**config.mk**
```make
export PLATFORM = sky130hd
export DESIGN_NAME = imm_extend_pipe_flat
export DESIGN_NICKNAME = d
export VERILOG_FILES = /design/src/rtl/imm_extend_pipe_if.sv /design/src/rtl/imm_extend_pipe.sv /design/src/flat_wrapper.sv
export SDC_FILE = /design/constraint.sdc
export NUM_CORES = 1
export LEC_CHECK = 0
export CORE_ASPECT_RATIO = 1.5
export CORE_UTILIZATION = 53
export DETAILED_ROUTE_END_ITERATION = 8
export PLACE_DENSITY = 0.81
export SYNTH_ARGS = -nofsm -noshare
export SYNTH_HDL_FRONTEND = slang
export SYNTH_SLANG_ARGS = --single-unit
```
**constraint.sdc**
```tcl
create_clock -name clk -period 1.5 [get_ports clk]
set_input_delay 0.375 -clock clk [delete_from_list [all_inputs] [get_ports clk]]
set_output_delay 0.375 -clock clk [all_outputs]
set_load 0.05 [all_outputs]
```
**src/rtl/imm_extend_pipe_if.sv**
```systemverilog
// Handshake bundle for the immediate-extension pipe: an input beat channel
// (immediate, mode, tag) and an output beat channel (operand, tag).
interface imm_extend_pipe_if #(
    parameter int IN_W  = 16,
    parameter int OUT_W = 32,
    parameter int TAG_W = 5
);
    logic             in_valid;
    logic             in_ready;
    logic [IN_W-1:0]  in_data;
    logic [1:0]       in_mode;
    logic [TAG_W-1:0] in_tag;
    logic             out_valid;
    logic             out_ready;
    logic [OUT_W-1:0] out_data;
    logic [TAG_W-1:0] out_tag;

    // Producer of input beats and consumer of output beats (decode side).
    modport master (
        output in_valid, in_data, in_mode, in_tag, out_ready,
        input  in_ready, out_valid, out_data, out_tag
    );

    // The extension unit itself.
    modport slave (
        input  in_valid, in_data, in_mode, in_tag, out_ready,
        output in_ready, out_valid, out_data, out_tag
    );
endinterface

```
**src/rtl/imm_extend_pipe.sv**
```systemverilog
// Pipelined immediate-extension unit. The extended operand is computed on the
// input side and registered into an output stage backed by a one-entry skid
// buffer, so in_ready comes straight from a flop and never from out_ready.
module imm_extend_pipe #(
    parameter int IN_W     = 16,
    parameter int OUT_W    = 32,
    parameter int BR_SHIFT = 2,
    parameter int TAG_W    = 5
) (
    input logic               clk,
    input logic               rst_n,
    input logic               flush,
    imm_extend_pipe_if.slave  bus
);
    localparam int EXT_W = OUT_W - IN_W;

    localparam logic [1:0] MODE_SEXT   = 2'b00;
    localparam logic [1:0] MODE_ZEXT   = 2'b01;
    localparam logic [1:0] MODE_UPPER  = 2'b10;
    localparam logic [1:0] MODE_BRANCH = 2'b11;

    // Extension of one immediate according to its mode.
    function automatic logic [OUT_W-1:0] extend_imm(input logic [IN_W-1:0] imm,
                                                    input logic [1:0]      mode);
        logic [OUT_W-1:0] sext_v;
        sext_v = {{EXT_W{imm[IN_W-1]}}, imm};
        case (mode)
            MODE_SEXT:   extend_imm = sext_v;
            MODE_ZEXT:   extend_imm = {{EXT_W{1'b0}}, imm};
            MODE_UPPER:  extend_imm = {imm, {EXT_W{1'b0}}};
            MODE_BRANCH: extend_imm = sext_v << BR_SHIFT;
            default:     extend_imm = sext_v;
        endcase
    endfunction

    logic             out_valid_r;
    logic [OUT_W-1:0] out_data_r;
    logic [TAG_W-1:0] out_tag_r;
    logic             skid_valid_r;
    logic [OUT_W-1:0] skid_data_r;
    logic [TAG_W-1:0] skid_tag_r;

    logic             out_valid_s;
    logic [OUT_W-1:0] out_data_s;
    logic [TAG_W-1:0] out_tag_s;
    logic             skid_valid_s;
    logic [OUT_W-1:0] skid_data_s;
    logic [TAG_W-1:0] skid_tag_s;

    logic             in_fire_s;
    logic             out_load_s;
    logic [OUT_W-1:0] ext_data_s;

    assign bus.in_ready  = ~skid_valid_r;
    assign bus.out_valid = out_valid_r;
    assign bus.out_data  = out_data_r;
    assign bus.out_tag   = out_tag_r;

    assign in_fire_s  = bus.in_valid & ~skid_valid_r;
    // The output register may take a new beat when it is empty or draining.
    assign out_load_s = ~out_valid_r | bus.out_ready;
    assign ext_data_s = extend_imm(bus.in_data, bus.in_mode);

    // Next-state steering between input, skid buffer and output register.
    always_comb begin
        out_valid_s  = out_valid_r;
        out_data_s   = out_data_r;
        out_tag_s    = out_tag_r;
        skid_valid_s = skid_valid_r;
        skid_data_s  = skid_data_r;
        skid_tag_s   = skid_tag_r;
        if (flush) begin
            // Flush wins over any beat offered in the same cycle.
            out_valid_s  = 1'b0;
            skid_valid_s = 1'b0;
        end else if (out_load_s) begin
            if (skid_valid_r) begin
                // Oldest beat lives in the skid buffer; input is blocked here.
                out_valid_s  = 1'b1;
                out_data_s   = skid_data_r;
                out_tag_s    = skid_tag_r;
                skid_valid_s = 1'b0;
            end else if (in_fire_s) begin
                out_valid_s = 1'b1;
                out_data_s  = ext_data_s;
                out_tag_s   = bus.in_tag;
            end else begin
                out_valid_s = 1'b0;
            end
        end else begin
            // Output stalled: park an accepted beat in the skid buffer.
            if (in_fire_s) begin
                skid_valid_s = 1'b1;
                skid_data_s  = ext_data_s;
                skid_tag_s   = bus.in_tag;
            end else begin
                skid_valid_s = skid_valid_r;
            end
        end
    end

    // Pipeline state registers, cleared asynchronously by reset.
    always_ff @(posedge clk or negedge rst_n) begin
        if (!rst_n) begin
            out_valid_r  <= 1'b0;
            out_data_r   <= {OUT_W{1'b0}};
            out_tag_r    <= {TAG_W{1'b0}};
            skid_valid_r <= 1'b0;
            skid_data_r  <= {OUT_W{1'b0}};
            skid_tag_r   <= {TAG_W{1'b0}};
        end else begin
            out_valid_r  <= out_valid_s;
            out_data_r   <= out_data_s;
            out_tag_r    <= out_tag_s;
            skid_valid_r <= skid_valid_s;
            skid_data_r  <= skid_data_s;
            skid_tag_r   <= skid_tag_s;
        end
    end
endmodule

```
**src/flat_wrapper.sv**
```systemverilog
// flat-port wrapper written by rule: the top's interface ports become plain ports
module imm_extend_pipe_flat 
#(
    parameter int IN_W     = 16,
    parameter int OUT_W    = 32,
    parameter int BR_SHIFT = 2,
    parameter int TAG_W    = 5
)
  (clk, rst_n, flush, bus_in_valid, bus_in_data, bus_in_mode, bus_in_tag, bus_out_ready, bus_in_ready, bus_out_valid, bus_out_data, bus_out_tag);
  imm_extend_pipe_if #(.IN_W(IN_W), .OUT_W(OUT_W), .TAG_W(TAG_W)) bus_i ();
  input logic clk;
  input logic rst_n;
  input logic flush;
  input wire logic [$bits(bus_i.in_valid)-1:0] bus_in_valid;
  input wire logic [$bits(bus_i.in_data)-1:0] bus_in_data;
  input wire logic [$bits(bus_i.in_mode)-1:0] bus_in_mode;
  input wire logic [$bits(bus_i.in_tag)-1:0] bus_in_tag;
  input wire logic [$bits(bus_i.out_ready)-1:0] bus_out_ready;
  output wire logic [$bits(bus_i.in_ready)-1:0] bus_in_ready;
  output wire logic [$bits(bus_i.out_valid)-1:0] bus_out_valid;
  output wire logic [$bits(bus_i.out_data)-1:0] bus_out_data;
  output wire logic [$bits(bus_i.out_tag)-1:0] bus_out_tag;
  assign bus_i.in_valid = bus_in_valid;
  assign bus_i.in_data = bus_in_data;
  assign bus_i.in_mode = bus_in_mode;
  assign bus_i.in_tag = bus_in_tag;
  assign bus_i.out_ready = bus_out_ready;
  assign bus_in_ready = bus_i.in_ready;
  assign bus_out_valid = bus_i.out_valid;
  assign bus_out_data = bus_i.out_data;
  assign bus_out_tag = bus_i.out_tag;
  imm_extend_pipe #(.IN_W(IN_W), .OUT_W(OUT_W), .BR_SHIFT(BR_SHIFT), .TAG_W(TAG_W)) u_core (.clk(clk), .rst_n(rst_n), .flush(flush), .bus(bus_i));
endmodule
```
# Word level (Yosys, flattened, before mapping)
# Cells that the tools add are included.
[word_totals] ff_bits=76 latchBits=0 ram_bits=0 mem_bits_ro=0 input_bits=28 output_inout_bits=39 elab_cells=33 mem_count=0
[op_classes] n_addsub=0 n_mul=0 div_mod_pow=0 magnitude_cmp=0 n_eq_ne=3 shift=0 muxes=12 bitwise=6 n_reduce_logical=6
[ops] cell="32-bit case mux with 4 select lines" count=1
[ops] cell="32-bit 2-to-1 mux" count=2
[ops] cell="5-bit 2-to-1 mux" count=2
[ops] cell="1-bit 2-to-1 mux" count=7
[ops] cell="3-bit AND reduction" count=2
[ops] cell="2-bit == test, second input constant" count=2
[ops] cell="1-bit inverter" count=4
[ops] cell="2-bit nonzero test" count=2
[ops] cell="3-bit nonzero test" count=1
[ops] cell="2-bit by 1-bit == test with 1-bit output, second input constant" count=1
[ops] cell="2-bit logical NOT" count=1
[ops] cell="1-bit bitwise AND" count=1
[ops] cell="1-bit bitwise OR" count=1

# Depth between registers and ports, before layout
[logic_depth] depth_word=6 depth_mapped=6 depth_no_buf=3

# Worst setup path after synthesis
# OpenSTA, ideal clock, no wires.
[synth_timing] kind="reg2reg" start="reg u_core.out_valid_r, in the netlist u_core.bus.out_valid" end="reg u_core.skid_data_r[23]" setup_ps=125 t_arrival_ps=1605 required_ps=1375 path_slack_ps=-231 path_stages_with_launch=6 path_buffers=2 period_less_slack_ps=1731 path_cell_list="dfrtp_1 -> nor2b_4 -> buf_6 -> nand3_4 -> buf_6 -> mux2_4"
[synth_via] elab_chain_len=4
[synth_rtl] element="start: declaration" line="imm_extend_pipe.sv:36" rtl="logic out_valid_r;"
[synth_rtl] element="start signal: assignment" line="imm_extend_pipe.sv:112" rtl="out_valid_r <= out_valid_s;"
[synth_rtl] element="1-bit inverter" line="imm_extend_pipe.sv:61" rtl="assign out_load_s = ~out_valid_r | bus.out_ready;"
[synth_rtl] element="1-bit bitwise OR" line="imm_extend_pipe.sv:61"
[synth_rtl] element="1-bit inverter (no line)"
[synth_rtl] element="3-bit AND reduction (no line)"
[synth_rtl] element="end signal: assignment" line="imm_extend_pipe.sv:109" rtl="skid_data_r <= {OUT_W{1'b0}};"
[synth_rtl] element="end signal: assignment" line="imm_extend_pipe.sv:116" rtl="skid_data_r <= skid_data_s;"
[synth_rtl] element="end: declaration" line="imm_extend_pipe.sv:40" rtl="logic [OUT_W-1:0] skid_data_r;"
# Every way passes these cells.
# A chain may end at the register's enable or synchronous reset.

# Worst setup path after layout
[layout_timing] start="reg u_core.skid_valid_r" end="out bus_in_ready"
[layout_via] elab_chain_len=1
[layout_rtl] element="start: declaration" line="imm_extend_pipe.sv:39" rtl="logic skid_valid_r;"
[layout_rtl] element="start signal: assignment" line="imm_extend_pipe.sv:115" rtl="skid_valid_r <= skid_valid_s;"
[layout_rtl] element="1-bit inverter" line="imm_extend_pipe.sv:54" rtl="assign bus.in_ready = ~skid_valid_r;"
[layout_rtl] element="end: declaration" line="flat_wrapper.sv:19" rtl="output wire logic [$bits(bus_i.in_ready)-1:0] bus_in_ready;"
# Every way passes these cells.

==> flow_metrics.env <==
export IMPL_outcome="finished, violations left"
export IMPL_failing_checks="setup timing"
export IMPL_p_int_mw=4.49
export IMPL_finalCriticalPeriod_ns=1.51
export IMPL_multi_input_comb_area_mm2=0.00195
export IMPL_detailroute_via_count=3342
export IMPL_worstSetupStartpoint="u_core.skid_valid_r$_DFFE_PN0P_"
export IMPL_worst_setup_hold_path_clk_slew_ns=0.08
export IMPL_yosys_cell_count_top_type="sky130_fd_sc_hd__dfrtp_1"
export IMPL_dieHeight_um=109
export IMPL_synth_top_flop_cell="sky130_fd_sc_hd__dfrtp_1"
export IMPL_detailedPlace_worstSlack_ns=-0.451
export IMPL_r2r_start="u_core.skid_valid_r$_DFFE_PN0P_"
export IMPL_avgSynthCellArea_um2=11.3
export IMPL_num_nets_final=469
export IMPL_synth_cell_type_count=29
export IMPL_clock_path_buffers=2
export IMPL_fp_dieArea_mm2=0.00794
export IMPL_seqCellArea_mm2=0.00190
export IMPL_critical_path_arrival_ns=1.14
export IMPL_clock_latency_ns=0.35
export IMPL_final_design_area_no_fill_mm2=0.00574
export IMPL_critical_path_fanout_max=5
export IMPL_required_time_of_the_worst_setup_path_ns=1.12
export IMPL_async_flop_share=1.00
export IMPL_timing_fmax_ghz=0.661
export IMPL_area_delta_synth_final_pct=42.8
export IMPL_die_width_um=73.1
export IMPL_design_power_total_mw=6.76
export IMPL_synth_cells=355
export IMPL_sequential_cell_fraction_of_total_power=0.413
export IMPL_relSlewSlack=0.781
export IMPL_syn_num_nets=383
export IMPL_ys_ff_latch=76
export IMPL_hold_worst_slack_ns=0.445
export IMPL_wl_per_cell_um=19.5
export IMPL_drc=0
export IMPL_endpoint_kind="output pin"
export IMPL_fillerInstances=403
export IMPL_post_detailed_placement_half_perimeter_wirelength_mm=7.06
export IMPL_yosys_warnings=0
export IMPL_placement_cell_area_mm2=0.00537
export IMPL_fp_row_count=38
export IMPL_power_leakage_nw=2.63
export IMPL_timing_critical_path_from_type="flop"
export IMPL_utilization=0.789
export IMPL_portBuffers=66
export IMPL_grt_usage=0.281
export IMPL_synth_edf_count=0
export IMPL_cts_tree="done"
export IMPL_finalHoldViolCount=0
export IMPL_clock_power_frac=0.232
export IMPL_worst_pin_slew_ns=0.328
export IMPL_post_route_cells_drive_above_1_share=0.336
export IMPL_cts_htree_levels=3
export IMPL_drt_vias_per_instance=6.12
export IMPL_clock_sink_count=76
export IMPL_pwr_share_comb=0.355
export IMPL_mappedNetlistArea_mm2=0.00402
export IMPL_synth_top_cells_by_area="sky130_fd_sc_hd__dfrtp_1, sky130_fd_sc_hd__mux2_4, sky130_fd_sc_hd__a22o_1, sky130_fd_sc_hd__mux2i_1, sky130_fd_sc_hd__o21ai_0"
export IMPL_detail_route_first_pass_iterations=5
export IMPL_switching_share=0.335
export IMPL_worst_setup_skew_after_layout_ns=0.00757
export IMPL_critPathKind="flop to output pin"
export IMPL_globalRoute_totalOverflow=0
export IMPL_post_route_worst_setup_slack_ns=-0.0135
export IMPL_synth_commonest_cells="sky130_fd_sc_hd__dfrtp_1, sky130_fd_sc_hd__o21ai_0, sky130_fd_sc_hd__a22o_1"
export IMPL_dr_first_iter_drc_count=461
export IMPL_grt_pass1_wl_mm=16.8
export IMPL_ir_drop_mv=0.757
export IMPL_seq_area_frac_synth=0.473
export IMPL_io_pin_count=67
export IMPL_hp_class="primary input to asynchronous set/reset pin"
export IMPL_design_core_area_mm2=0.00727
export IMPL_grt_start_max_net_pins=38
export IMPL_tritoncts_buffers=9
export IMPL_grt_pass1_vias=3365
export IMPL_cap_violations=0
export IMPL_initial_antenna_violation_count=0
export IMPL_setup_viol=1
export IMPL_initial_utilization=0.553
export IMPL_timing_final_crit_share=1.01
export IMPL_power_density_mw_per_mm2=1180
export IMPL_grt_setup_unrepaired="yes"
export IMPL_synth_top_area_share=0.473
export IMPL_final_antenna_net_count=0
export IMPL_cts_root_buf="sky130_fd_sc_hd__clkbuf_8"
export IMPL_postRouteWirelength_mm=10.7
export IMPL_count_of_final_max_slew_check_failures=0
export IMPL_diodes=0
export IMPL_place_congestion=0.837
export IMPL_synth_top_area_cell="sky130_fd_sc_hd__dfrtp_1"
export IMPL_switchingPower_mw=2.26
## final cells by class
class,count,area share
Clock buffer,10,0.0222
Clock inverter,6,0.0113
Inverter,3,0.00370
Multi-Input combinational cell,241,0.340
Sequential cell,76,0.332
Tap cell,100,0.0218
Timing Repair Buffer,110,0.269
## layout by cell type (no fill, tap or decap), types with 2 or more instances in the layout
master / n
sky130_fd_sc_hd__a21oi_1: 2
sky130_fd_sc_hd__o31ai_2: 3
sky130_fd_sc_hd__mux2_4: 24
sky130_fd_sc_hd__clkbuf_8: 9
sky130_fd_sc_hd__o21ai_0: 45
sky130_fd_sc_hd__mux2i_1: 22
sky130_fd_sc_hd__dlygate4sd2_1: 2
sky130_fd_sc_hd__o31ai_1: 11
sky130_fd_sc_hd__clkdlybuf4s50_1: 22
sky130_fd_sc_hd__dlymetal6s2s_1: 2
sky130_fd_sc_hd__a221oi_1: 12
sky130_fd_sc_hd__nand3_1: 2
sky130_fd_sc_hd__buf_6: 3
sky130_fd_sc_hd__nor2b_1: 18
sky130_fd_sc_hd__clkinv_4: 2
sky130_fd_sc_hd__clkinv_2: 2
sky130_fd_sc_hd__nor2_1: 16
sky130_fd_sc_hd__a22o_1: 28
sky130_fd_sc_hd__nor3_1: 15
sky130_fd_sc_hd__buf_12: 47
sky130_fd_sc_hd__o21bai_1: 14
sky130_fd_sc_hd__buf_4: 30
sky130_fd_sc_hd__dfrtp_1: 74
sky130_fd_sc_hd__and2_4: 2
sky130_fd_sc_hd__mux2_2: 12
sky130_fd_sc_hd__nand2b_1: 3
sky130_fd_sc_hd__dfrtp_2: 2
## final timing paths
check / to / cells after the start / slack [ns]
min in group clk: u_core.bus.out_valid$_DFFE_PN0N_ / 3 / 0.47
worst max register to register: u_core.skid_data_r[22]$_DFFE_PN0P_ / 5 / 0.01
max in group asynchronous: u_core.skid_data_r[23]$_DFFE_PN0P_ / 3 / 0.60
worst max-delay path: bus_in_ready / 3 / -0.01
worst min register to register: u_core.skid_data_r[0]$_DFFE_PN0P_ / 1 / 0.51
worst min-delay path: u_core.skid_data_r[20]$_DFFE_PN0P_ / 2 / 0.44
## metal layers
layer  vias to the layer above  global-route usage  part of all wire
met4                         0               0.116             0.036
met5                         -                   0                 0
met2                       138               0.466              0.52
li1                       1488                   -                 -
met1                      1678               0.354              0.39
met3                        38              0.0573             0.051
## flip-flops by register name (all words and copies together) (netlist names)
signal and cells:
u_core.bus.out_data 32, u_core.bus.out_tag 5, u_core.bus.out_valid 1, u_core.skid_data_r 32
u_core.skid_tag_r 5, u_core.skid_valid_r 1
## kinds of logic (layout without fill, tap and decap cells)
logic type	Yosys count	count (layout)	synth area share
DFF	76	76	0.473
buffers and inverters	39	129	0.0542
muxes	59	59	0.181
AOI/OAI and AO/OA	121	121	0.209
and+or+nand+nor	60	61	0.0828
## metrics by stage
| stage | TNS [ns] | cells |
|---|---|---|
| 6_report | -0.0135 | 546 |
| 5_1_grt | -0.507 | 546 |
| 4_1_cts | -0.0219 | 542 |
| 3_5_place_dp | -26.30 | 522 |
| 3_3_place_gp | -23.47 | 522 |
| 2_1_floorplan | -2.15 | 355 |
## power by group through the flow
stage	Sequential [mW]	Combinational, mW	Clock (mW)
detailed placement	2.82	2.35	0
CTS	2.78	2.38	1.56
global route	2.83	2.51	1.66
floorplan	3.25	0.742	0
finish	2.79	2.40	1.56
global placement	2.80	2.30	0
## timing repair
action,in CTS,in global routing
gates resized for setup,14,9
cloned,2,1
setup buffers,1,3
hold endpoints to repair,19,0
pin swaps,0,1
setup endpoints to repair,35,48
hold buffers,1,0
## critical path, stage by stage, from the launching register on
cell	delay [ns]
sky130_fd_sc_hd__dfrtp_2	0.44
sky130_fd_sc_hd__buf_6	0.15
sky130_fd_sc_hd__inv_8	0.06
sky130_fd_sc_hd__buf_8	0.13
Power figures use the tool's default switching activity.
